[src/rtl/mem_arb_pkg.sv]
// Shared types and constants for the main-memory port arbiter.
package mem_arb_pkg;

  // Default word/line geometry (32-bit words, four words per L1 line).
  localparam int DEF_ADDR_W          = 32;
  localparam int DEF_DATA_W          = 32;
  localparam int DEF_WORDS_PER_BLOCK = 4;

  localparam int BYTES_PER_WORD    = DEF_DATA_W / 8;
  localparam int BLOCK_BYTES       = BYTES_PER_WORD * DEF_WORDS_PER_BLOCK;
  localparam int BLOCK_OFFSET_BITS = $clog2(BLOCK_BYTES);

  // Arbiter FSM states; the encoding is also exported on dbg_state.
  typedef enum logic [2:0] {
    ST_IDLE  = 3'd0,
    ST_IFILL = 3'd1,
    ST_DATA  = 3'd2,
    ST_IDONE = 3'd3,
    ST_DDONE = 3'd4
  } arb_state_e;

  // Which requester was served most recently (round-robin history).
  typedef enum logic {
    GNT_INSTR = 1'b0,
    GNT_DATA  = 1'b1
  } grant_e;

  // Byte offset bits inside one line for a given geometry.
  function automatic int block_offset_bits(input int data_w, input int words_per_block);
    return $clog2((data_w / 8) * words_per_block);
  endfunction

endpackage

[src/rtl/mem_port_arbiter.sv]
// Single-ported main-memory sequencer shared by L1 I-cache refills
// (multi-beat line read) and the CPU data port (single-word read/write).
//
// Handshake: requesters hold a level request (if_miss, d_read, d_write)
// until their one-cycle done pulse (delivered, d_valid) and must drop it in
// that cycle. Toward memory, m_req/m_we/m_addr/m_wdata stay constant while
// m_req is high until the cycle m_ack is seen; that cycle completes the beat
// and m_rdata is valid in it. Wait states are unbounded.
module mem_port_arbiter
  import mem_arb_pkg::*;
#(
  parameter int ADDR_W          = DEF_ADDR_W,
  parameter int DATA_W          = DEF_DATA_W,
  parameter int WORDS_PER_BLOCK = DEF_WORDS_PER_BLOCK
) (
  input  logic                          clk,
  input  logic                          rst,
  input  logic                          if_miss,
  input  logic [ADDR_W-1:0]             if_addr,
  output logic                          delivered,
  output logic [DATA_W*WORDS_PER_BLOCK-1:0] blockout,
  input  logic                          d_read,
  input  logic                          d_write,
  input  logic [ADDR_W-1:0]             d_addr,
  input  logic [DATA_W-1:0]             d_wdata,
  output logic [DATA_W-1:0]             d_rdata,
  output logic                          d_valid,
  output logic                          m_req,
  output logic                          m_we,
  output logic [ADDR_W-1:0]             m_addr,
  output logic [DATA_W-1:0]             m_wdata,
  input  logic [DATA_W-1:0]             m_rdata,
  input  logic                          m_ack,
  output logic                          busy,
  output logic [2:0]                    dbg_state
);

  localparam int BPW         = DATA_W / 8;
  localparam int WORD_OFF    = $clog2(BPW);
  localparam int BLK_OFF     = block_offset_bits(DATA_W, WORDS_PER_BLOCK);
  localparam int BEAT_W      = $clog2(WORDS_PER_BLOCK);
  localparam int BLK_W       = DATA_W * WORDS_PER_BLOCK;

  localparam logic [ADDR_W-1:0] BLK_MASK  = ~((ADDR_W'(1) << BLK_OFF) - ADDR_W'(1));
  localparam logic [ADDR_W-1:0] WORD_MASK = ~((ADDR_W'(1) << WORD_OFF) - ADDR_W'(1));
  localparam logic [BEAT_W-1:0] LAST_BEAT = BEAT_W'(WORDS_PER_BLOCK - 1);

  arb_state_e          state_q, state_d;
  grant_e              last_grant_q, last_grant_d;
  logic [BEAT_W-1:0]   beat_q, beat_d;
  logic [ADDR_W-1:0]   base_q, base_d;
  logic [ADDR_W-1:0]   daddr_q, daddr_d;
  logic [DATA_W-1:0]   wdata_q, wdata_d;
  logic                we_q, we_d;
  logic [BLK_W-1:0]    blk_q, blk_d;
  logic [DATA_W-1:0]   rdata_q, rdata_d;

  logic                d_req;
  logic                pick_instr;
  logic [ADDR_W-1:0]   beat_off;

  assign d_req    = d_read | d_write;
  // On a tie the requester not served last wins; otherwise whoever asks.
  assign pick_instr = (if_miss && d_req) ? (last_grant_q == GNT_DATA) : if_miss;
  assign beat_off = ADDR_W'(beat_q) << WORD_OFF;

  // State and datapath registers; reset abandons any in-flight transaction.
  always_ff @(posedge clk or negedge rst) begin
    if (!rst) begin
      state_q      <= ST_IDLE;
      last_grant_q <= GNT_DATA;
      beat_q       <= '0;
      base_q       <= '0;
      daddr_q      <= '0;
      wdata_q      <= '0;
      we_q         <= 1'b0;
      blk_q        <= '0;
      rdata_q      <= '0;
    end else begin
      state_q      <= state_d;
      last_grant_q <= last_grant_d;
      beat_q       <= beat_d;
      base_q       <= base_d;
      daddr_q      <= daddr_d;
      wdata_q      <= wdata_d;
      we_q         <= we_d;
      blk_q        <= blk_d;
      rdata_q      <= rdata_d;
    end
  end

  // Next-state: grant in IDLE, beat sequencing, capture of returned data.
  always_comb begin
    state_d      = state_q;
    last_grant_d = last_grant_q;
    beat_d       = beat_q;
    base_d       = base_q;
    daddr_d      = daddr_q;
    wdata_d      = wdata_q;
    we_d         = we_q;
    blk_d        = blk_q;
    rdata_d      = rdata_q;
    case (state_q)
      ST_IDLE: begin
        if (if_miss || d_req) begin
          if (pick_instr) begin
            state_d = ST_IFILL;
            base_d  = if_addr & BLK_MASK;
            beat_d  = '0;
          end else begin
            state_d = ST_DATA;
            daddr_d = d_addr & WORD_MASK;
            wdata_d = d_wdata;
            // A simultaneous read and write is taken as a write.
            we_d    = d_write;
          end
        end
      end
      ST_IFILL: begin
        if (m_ack) begin
          blk_d[beat_q*DATA_W +: DATA_W] = m_rdata;
          if (beat_q == LAST_BEAT) begin
            beat_d  = '0;
            state_d = ST_IDONE;
          end else begin
            beat_d = beat_q + BEAT_W'(1);
          end
        end
      end
      ST_DATA: begin
        if (m_ack) begin
          if (!we_q) begin
            rdata_d = m_rdata;
          end
          state_d = ST_DDONE;
        end
      end
      ST_IDONE: begin
        last_grant_d = GNT_INSTR;
        state_d      = ST_IDLE;
      end
      ST_DDONE: begin
        last_grant_d = GNT_DATA;
        state_d      = ST_IDLE;
      end
      default: begin
        state_d = ST_IDLE;
      end
    endcase
  end

  // Memory-side and requester-side outputs decoded from the current state.
  always_comb begin
    m_req     = 1'b0;
    m_we      = 1'b0;
    m_addr    = '0;
    m_wdata   = '0;
    delivered = 1'b0;
    d_valid   = 1'b0;
    case (state_q)
      ST_IFILL: begin
        m_req  = 1'b1;
        m_addr = base_q + beat_off;
      end
      ST_DATA: begin
        m_req   = 1'b1;
        m_we    = we_q;
        m_addr  = daddr_q;
        m_wdata = wdata_q;
      end
      ST_IDONE: delivered = 1'b1;
      ST_DDONE: d_valid   = 1'b1;
      default: ;
    endcase
  end

  assign blockout  = blk_q;
  assign d_rdata   = rdata_q;
  assign busy      = (state_q != ST_IDLE);
  assign dbg_state = state_q;

endmodule

[config.mk]
export PLATFORM = sky130hd
export DESIGN_NAME = mem_port_arbiter
export DESIGN_NICKNAME = d
export VERILOG_FILES = /design/src/rtl/mem_arb_pkg.sv /design/src/rtl/mem_port_arbiter.sv
export SDC_FILE = /design/constraint.sdc
export NUM_CORES = 1
export LEC_CHECK = 0
export ABC_CLOCK_PERIOD_IN_PS = 2100
export CAP_MARGIN = 20
export CORE_MARGIN = 3
export CORE_UTILIZATION = 47
export DETAILED_ROUTE_END_ITERATION = 8
export PLACE_DENSITY = 0.86
export SLEW_MARGIN = 20
export SYNTH_ARGS = -nofsm -noshare
export SYNTH_HDL_FRONTEND = slang
export SYNTH_SLANG_ARGS = --single-unit
export TNS_END_PERCENT = 5
[constraint.sdc]
create_clock -name clk -period 2.1 [get_ports clk]
set_input_delay 0.315 -clock clk [delete_from_list [all_inputs] [get_ports clk]]
set_output_delay 0.315 -clock clk [all_outputs]
set_load 0.05 [all_outputs]
# ---- Word-level counts from Yosys, hierarchy flattened
# Cells that the tools add are included.
# Widths: inputs -> output; s select.
dict set report word_totals {
  ff_bits 257
  latch_bits 0
  ram_bits 0
  mem_bits_ro 0
  inputBits 134
  mem_count 0
}
dict set report classes {
  addsub 3
  n_mul 0
  div 0
  order_cmp 0
  eq_ne 10
  n_shift 2
  mux 20
  n_bitwise 3
  reduce_logical 13
}
# op count
set op_table {}
lappend op_table {{$bwmux 128} 1}
lappend op_table {{$shift 32x34->128 const A} 1}
lappend op_table {{$shiftx 32x34->128} 1}
lappend op_table {{$pmux 32 s2} 1}
lappend op_table {{$neg 7->34} 1}
lappend op_table {{$add 32x4->32} 1}
lappend op_table {{$mux 32} 1}
lappend op_table {{$mux 3} 4}
lappend op_table {{$mux 2} 5}
lappend op_table {{$ne 2x2->1 const B} 5}
lappend op_table {{$pmux 3 s3} 1}
lappend op_table {{$reduce_and 3->1} 3}
lappend op_table {{$reduce_and 4->1} 2}
lappend op_table {{$eq 3x2->1 const B} 2}
lappend op_table {{$mux 1} 5}
lappend op_table {{$pmux 2 s2} 1}
lappend op_table {{$reduce_bool 2->1} 2}
lappend op_table {{$eq 3x1->1 const B} 1}
lappend op_table {{$eq 3x3->1 const B} 1}
lappend op_table {{$logic_not 3->1} 1}
lappend op_table {{$reduce_bool 3->1} 1}
lappend op_table {{$add 2x1->2 const B} 1}
lappend op_table {{$eq 2x2->1 const B} 1}
lappend op_table {{$not 1->1} 2}
lappend op_table {{other kinds (6)} 6}

# ---- Longest topological paths before layout
# Gate-level depths: netlist (run 1).
dict set report logic_depth {
  word_depth 6
  mapped_depth 8
  depth_no_buf 5
}

# ---- Least setup slack after synthesis (run 1)
# No wires, ideal clock.
dict set report synth_path {
  path_kind {reg2out}
  start {reg state_q[0] (netlist: dbg_state[0])}
  end {out m_req}
  t_arrival_ns 2.088
  slack_ns -0.303
  path_stages_with_launch 4
  n_path_buf 1
  path_cell_list {dfrtp_1 -> buf_4 -> nand2b_1 -> o21ai_0}
}
dict set report synth_between {
  elab_chain_cells 3
}
# item line
set synth_rtl {}
lappend synth_rtl {{start: declaration} mem_port_arbiter.sv:48} ;# arb_state_e state_q, state_d;
lappend synth_rtl {{start signal: assignment} mem_port_arbiter.sv:80} ;# state_q <= state_d;
lappend synth_rtl {{$eq 3x2->1 / $eq 3x1->1 (equally long branches)} mem_port_arbiter.sv:160} ;# case (state_q)
lappend synth_rtl {{$reduce_or 2->1 (no source line) *} --}
lappend synth_rtl {{$mux 1 *} mem_port_arbiter.sv:160}
lappend synth_rtl {{end: declaration} mem_port_arbiter.sv:28} ;# output logic m_req,
# Every way passes the cells marked *; elsewhere a longest branch is shown, timed or not.

# ---- Worst setup path in the final report (run 1)
dict set report layout_path {
  start {reg state_q[2] (netlist: dbg_state[2])}
  end {out m_addr[19]}
}
dict set report layout_between {
  elab_chain_cells 2
}
# item line
set layout_rtl {}
lappend layout_rtl {{$eq 3x2->1 / $eq 3x1->1 (equally long branches)} mem_port_arbiter.sv:160}
lappend layout_rtl {{$pmux 32 s2 *} mem_port_arbiter.sv:160}
lappend layout_rtl {{end: declaration} mem_port_arbiter.sv:30} ;# output logic [ADDR_W-1:0] m_addr,
# Marks and branches as above.

==> results of run 1 <==
report_power, final:
part	internal, mW	switching [mW]
combinational	8.34	10.3
sequential	6.93	1.37
clock	2.76	1.96
worst register-to-register path, delay by kind of cell (launching register included):
family                 cells  cell delay, ns
buffers and inverters      3            0.59
DFF                        1            0.45
and+or+nand+nor            1            0.45
AOI/OAI and AO/OA          2            0.43
cells by family after synthesis:
group	Yosys count
buffers and inverters	136
flip-flops	257
multiplexers	122
AND/OR/NAND/NOR	120
adder cells (fa/ha/maj)	6
AO/OA/AOI/OAI	244
other	1
cells in the final DEF, fill, tap and decap left out, types with 8 or more instances in the layout:
cell type and instances:
sky130_fd_sc_hd__clkdlybuf4s50_1 280, sky130_fd_sc_hd__clkbuf_16 28, sky130_fd_sc_hd__mux2_4 117, sky130_fd_sc_hd__inv_1 55, sky130_fd_sc_hd__buf_4 47, sky130_fd_sc_hd__nand4_1 52
sky130_fd_sc_hd__a31o_1 15, sky130_fd_sc_hd__clkbuf_8 8, sky130_fd_sc_hd__a31o_2 63, sky130_fd_sc_hd__and2_4 34, sky130_fd_sc_hd__dfrtp_1 253, sky130_fd_sc_hd__o21ai_0 48
sky130_fd_sc_hd__a22o_4 8, sky130_fd_sc_hd__a22o_2 22, sky130_fd_sc_hd__buf_12 81, sky130_fd_sc_hd__a21boi_0 74
state kept, by name, indices dropped and copies added, names as in the netlist:
register and cells:
base_q 28, beat_q 2, blockout 128, d_rdata 32, daddr_q 30, dbg_state 3, last_grant_q 1, wdata_q 32
we_q 1
final cells by class:
class	instances	area (µm²)
Inverter	55	206
Timing Repair Buffer	424	5030
Clock inverter	8	71.3
Sequential cell	257	6440
Clock buffer	40	805
Fill cell	1509	6720
Tap cell	324	405
Multi-Input combinational cell	494	4790
metal layers:
metal / global-route usage (%) / vias to the layer above / part of all wire [%] / routed length, µm
met4: 8.65 / 0 / 2.8 / 1090
met3: 8.35 / 74 / 8.9 / 3430
li1: - / 3930 / - / -
met5: 0 / - / 0 / 0
met2: 48.5 / 446 / 51 / 19500
met1: 33.9 / 4534 / 38 / 14600
per-stage QoR:
step                      area (µm²)  hold WS [ns]
after floorplan                11800        0.0194
after global placement         16400         0.218
after detailed placement       16400         0.217
after CTS                      17600         0.244
after global routing           17700         0.262
final                          17700         0.250
what timing repair did:
item	in CTS	in global routing
endpoints found under the setup margin	66	76
buffers inserted	11	3
gates cloned	4	1
gates resized for setup	39	27
hold buffers	1	0
pin swaps	20	13
endpoints found under the hold margin	45	0
final timing paths:
check / start / endpoint / slack [ns]
max in group asynchronous: rst / base_q[21] / 1.15
min: rst / d_rdata[16] / 0.25
max reg2reg: dbg_state[2] / blockout[26] / 0.07
min reg2reg: d_rdata[25] / d_rdata[25] / 0.51
max: dbg_state[2] / m_addr[19] / -0.18
min in group clk: if_addr[5] / base_q[5] / 0.39
cell usage after synthesis, types with 2 or more instances:
cell type / instances / area [µm²]
sky130_fd_sc_hd__buf_2: 23 / 115
sky130_fd_sc_hd__nor3b_1: 3 / 22.5
sky130_fd_sc_hd__nor2_1: 4 / 15.0
sky130_fd_sc_hd__o21ai_0: 49 / 245
sky130_fd_sc_hd__mux2_4: 117 / 1760
sky130_fd_sc_hd__a21boi_1: 2 / 15.0
sky130_fd_sc_hd__clkbuf_1: 28 / 105
sky130_fd_sc_hd__ha_1: 6 / 75.1
sky130_fd_sc_hd__nand2b_1: 3 / 18.8
sky130_fd_sc_hd__nand2_1: 5 / 18.8
sky130_fd_sc_hd__inv_1: 55 / 206
sky130_fd_sc_hd__a31o_1: 15 / 131
sky130_fd_sc_hd__mux2_2: 5 / 56.3
sky130_fd_sc_hd__a31o_2: 63 / 552
sky130_fd_sc_hd__o21ai_1: 5 / 25.0
sky130_fd_sc_hd__a22o_1: 31 / 272
sky130_fd_sc_hd__a21boi_0: 74 / 556
sky130_fd_sc_hd__buf_4: 4 / 30.0
sky130_fd_sc_hd__dfrtp_1: 256 / 6410
sky130_fd_sc_hd__and2_1: 38 / 238
sky130_fd_sc_hd__buf_12: 3 / 60.1
sky130_fd_sc_hd__buf_6: 22 / 248
sky130_fd_sc_hd__nand4_1: 52 / 325
==> impl_metrics.yaml, run 1 <==
status:
  run_status: "finished, violations left"
  failing_checks: "setup timing"
worst_setup_path:
  crit_buf_inv: 4
  cp_cell_sequence: "buf_6 -> nor2_4 -> buf_12 -> buf_16 -> a22o_2 -> buf_12"
  worst-path-max-fanout: 16
  worst_path_most_repeated_cell: "sky130_fd_sc_hd__buf_12"
  required_ns: 1.78
  cp_data_arrival_time_ns: 1.97
  worst_setup_path_start_kind: "register"
  critPathCaptureType: "output pin"
  cp_top_family: "buffers and inverters"
  critPathMaxStageDelay_ns: 0.45
  timing.critical_path.depth: 6
  crit_path_top_delay_cell: "sky130_fd_sc_hd__dfrtp_2"
  type_of_the_worst_setup_path: "reg -> out"
  reg2reg_depth: 6
drt:
  firstDrtPassIters: 5
  drc: 0
  drtAntennaViolNets: 0
  detailroute.via_count: 8984
  vias_per_cell: 5.61
  routedWlPerCell_um: 24.1
  drtIter0Drc: 711
  drt_wl_total_um: 38600
synth:
  yosysSeqAreaShare_pct: 54.8
  synth.mux.area_fraction_pct: 15.4
  post_synth_fa_ha_maj_area_fraction_pct: 0.640
  ys_seq_elements: 257
  synth_compound_area_share_pct: 15.7
  synth-edff-count: 0
  yosys_warnings: 0
  yosysUniqueCellTypes: 46
  number_of_instances_in_the_synthesized_netlist: 886
  synth_top_family_by_area: "compound AO/OA/AOI/OAI gates"
  synthSimpleGateAreaFrac_pct: 6.79
  synth_area_um2: 11700
  post_synth.cell_area_avg_um2: 13.2
  synthArstFlopShare_pct: 100
  xor_xnor_portion_of_the_synthesized_cell_area_pct: 0
  synth_flop_cell: "sky130_fd_sc_hd__dfrtp_1"
clock_tree:
  clock_insertion_delay_worst_skew_ns: 0.54
  clk_pin_slew_ns: 0.06
  cts-htree-levels: 1
  tritoncts: "done"
  numCtsBuffers: 27
  clockRootBuffer: "sky130_fd_sc_hd__clkbuf_16"
  clk_sink_count: 257
  cts_max_path_buffers: 3
floorplan:
  design.die.area_um2: 26900
  chipHeight_um: 164
  ioPinCount: 366
  floorplan.rows: 57
  dieWidth_um: 164
  design.core.area_um2: 24500
  floorplan.initialDensity_pct: 48.0
global_route:
  global_route.overflow_total: 0
  grt_first_pass_wirelength_um: 58300
  number_of_global_route_vias_before_repair: 9675
  grt_max_degree: 67
  gr-usage-all-layers_pct: 28.1
  number_of_antenna_violations_at_the_first_check_in_global_routing: 0
layout:
  finish.net_count: 1399
  post_layout_nonfiller_instances: 1602
  post-route-util_pct: 72.5
  final_layout_size_suffix_gt1_share_pct: 35.3
  areaGrowthSynthToFinish_pct: 51.2
  insertedDiodeCount: 0
sta:
  timing.final.crit_share_pct: 109
  timing_hold_violations_final: 0
  maximum_achievable_frequency_mhz: 438
  totalNegativeSetupSlack_ns: -8.96
  rsz_0062_raised_after_global_routing: "true"
  timing.max_slew.rel_slack_pct: 58.0
  worst_clock_skew_ns: 0.0187
  tightestPinTransition_ns: 0.629
  finalSetupViolCount: 65
  finalWorstPathRequiredPeriod_ns: 2.28
  finalMaxSlewViolations: 0
  setup_slack_ns: -0.184
power:
  vdd_drop_max_mv: 1.31
  p_leak_nw: 8.14
  power.density_cell_area_nw_per_um2: 1790
  finalPower_mw: 31.7
run:
  max-cap-violations: 0
placement:
  hpwlAfterDp_um: 25900
  portBuffers: 357
  placed_cells: 1535
  place.gp.congestion: 0.830
  dp_slack_ns: 0.0542
min_path:
  hold_path.class: "in -> async"
No activity file was read; power rests on OpenSTA's default activity.
==> run 2, diff against run 1 <==
- TNS_END_PERCENT: 5 -> 50
==> run 2 against run 1 <==
The run still ends with setup timing left. Register-to-register slack gained 0.04 ns. Sequential power grew 2%. Worst setup slack lost 0.014 ns. Non-clock buffer count grew 7. First-iteration DRC count grew 30%. Wire length grew 8.6%. Sequential share of layout area shrank 0.68 points. Clock skew shrank 0.010 ns. Critical path depth is the same. Die area is the same. Sequential cell count is the same. Critical endpoint is now m_addr[22].
==> impl_metrics.yaml, run 2 (synthesized netlist as in run 1, its figures left out) <==
status:
  run_status: "finished, violations left"
  failing_checks: "setup timing"
worst_setup_path:
  cp_cell_sequence: "buf_6 -> nor3b_4 -> buf_6 -> buf_12 -> a22o_2 -> buf_12"
  critPathCaptureType: "output pin"
  critPathMaxStageDelay_ns: 0.44
  worst-path-max-fanout: 7
  reg2reg_depth: 6
  required_ns: 1.78
  worst_setup_path_start_kind: "register"
  crit_path_top_delay_cell: "sky130_fd_sc_hd__dfrtp_2"
  type_of_the_worst_setup_path: "reg -> out"
  crit_buf_inv: 4
  cp_data_arrival_time_ns: 1.98
  timing.critical_path.depth: 6
  cp_top_family: "buffers and inverters"
clock_tree:
  clock_insertion_delay_worst_skew_ns: 0.54
  clockRootBuffer: "sky130_fd_sc_hd__clkbuf_16"
  numCtsBuffers: 28
  cts_max_path_buffers: 3
  tritoncts: "done"
  clk_pin_slew_ns: 0.06
  clk_sink_count: 257
  cts-htree-levels: 1
layout:
  post_layout_nonfiller_instances: 1612
  most-common-layout-cells: "sky130_fd_sc_hd__clkdlybuf4s50_1 (285), sky130_fd_sc_hd__dfrtp_1 (254), sky130_fd_sc_hd__mux2_4 (117)"
  insertedDiodeCount: 0
  areaGrowthSynthToFinish_pct: 54.0
  num-fill-cells: 1464
  largest_reg_flops: 128
  final_layout_size_suffix_gt1_share_pct: 35.6
  finish.net_count: 1407
  layout_commonest_cell: "sky130_fd_sc_hd__clkdlybuf4s50_1"
floorplan:
  design.die.area_um2: 26900
  chipHeight_um: 164
  floorplan.rows: 57
  design.core.area_um2: 24500
  floorplan.initialDensity_pct: 48.0
  ioPinCount: 366
  dieWidth_um: 164
drt:
  routedWlPerCell_um: 26.0
  firstDrtPassIters: 5
  drc: 0
  drtAntennaViolNets: 0
  drtIter0Drc: 926
  drt_wl_total_um: 41900
  vias_per_cell: 5.79
  detailroute.via_count: 9334
placement:
  dp_slack_ns: 0.0644
  hpwlAfterDp_um: 26200
  portBuffers: 357
  placed_cells: 1536
  place.gp.congestion: 0.837
min_path:
  hold_path.class: "in -> async"
power:
  power.density_cell_area_nw_per_um2: 1820
  power.share.switching_pct: 43.3
  vdd_drop_max_mv: 1.16
  internal_power_mw: 18.6
  switchingPower_mw: 14.2
  pwr-share-clk_pct: 15.5
  p_leak_nw: 8.24
  comb_power_share_pct: 58.8
  sequentialPowerShare_pct: 25.7
sta:
  finalMaxSlewViolations: 0
  timing.max_slew.rel_slack_pct: 61.0
  timing.final.crit_share_pct: 109
  finalWorstPathRequiredPeriod_ns: 2.30
  timing_hold_violations_final: 0
  tightestPinTransition_ns: 0.584
  rsz_0062_raised_after_global_routing: "true"
  setup_slack_ns: -0.198
  fin_worst_hold_slack_ns: 0.304
  maximum_achievable_frequency_mhz: 435
  worst_clock_skew_ns: 0.00829
  finalSetupViolCount: 66
run:
  max-cap-violations: 0
global_route:
  global_route.overflow_total: 0
  number_of_global_route_vias_before_repair: 9997
  grt_max_degree: 61
  gr-usage-all-layers_pct: 29.7
  grt_first_pass_wirelength_um: 61000
  number_of_antenna_violations_at_the_first_check_in_global_routing: 0
-- run 2: per-layer routing --
layer	up-vias	wire, µm	track usage (%)
li1	3961	-	-
met1	4708	15100	34.6
met2	540	21100	50.8
met3	125	3760	8.50
met4	0	2030	13.9
met5	-	0	0
-- run 2: layout make-up --
class | instances | area, µm² | share of cell area, %
Multi-Input combinational cell | 494 | 4900 | 27.1
Clock inverter | 12 | 138 | 0.761
Tap cell | 324 | 405 | 2.24
Clock buffer | 39 | 813 | 4.50
Timing Repair Buffer | 431 | 5180 | 28.6
Sequential cell | 257 | 6430 | 35.6
Inverter | 55 | 206 | 1.14
-- run 2: power groups by stage --
stage / logic (mW) / clock network [mW] / registers (mW)
after global placement: 17.4 / 0 / 8.10
after floorplan: 7.57 / 0 / 11.4
after CTS: 18.8 / 5.12 / 8.23
after global routing: 20.0 / 5.34 / 8.63
final: 19.3 / 5.08 / 8.46
after detailed placement: 17.7 / 0 / 8.22
-- run 2: stage by stage --
step | power [mW] | setup TNS [ns] | util (%) | cell area, µm²
final | 32.9 | -7.45 | 73.9 | 18100
after CTS | 32.1 | -7.41 | 72.8 | 17800
after floorplan | 19.0 | 0 | - | 11800
after global routing | 33.9 | -11.49 | 73.9 | 18100
after global placement | 25.5 | 0 | 67.3 | 16500
after detailed placement | 25.9 | 0 | 67.3 | 16500
-- run 2: worst paths after layout --
path	slack [ns]	end	start
worst max register to register	0.11	blockout[9]	beat_q[0]
max in group asynchronous	1.05	daddr_q[21]	rst
worst min register to register	0.51	d_rdata[15]	d_rdata[15]
worst min-delay path	0.30	blockout[16]	rst
min in group clk	0.39	base_q[26]	if_addr[26]
worst max-delay path	-0.20	m_addr[22]	dbg_state[0]
-- run 2: repair_timing --
| action | in CTS | in global routing |
|---|---|---|
| setup buffers | 11 | 6 |
| setup endpoints to repair | 65 | 75 |
| hold endpoints to repair | 51 | 0 |
| gates resized for setup | 50 | 29 |
| cloned | 5 | 4 |
| hold buffers | 1 | 0 |
| pin swaps | 23 | 19 |
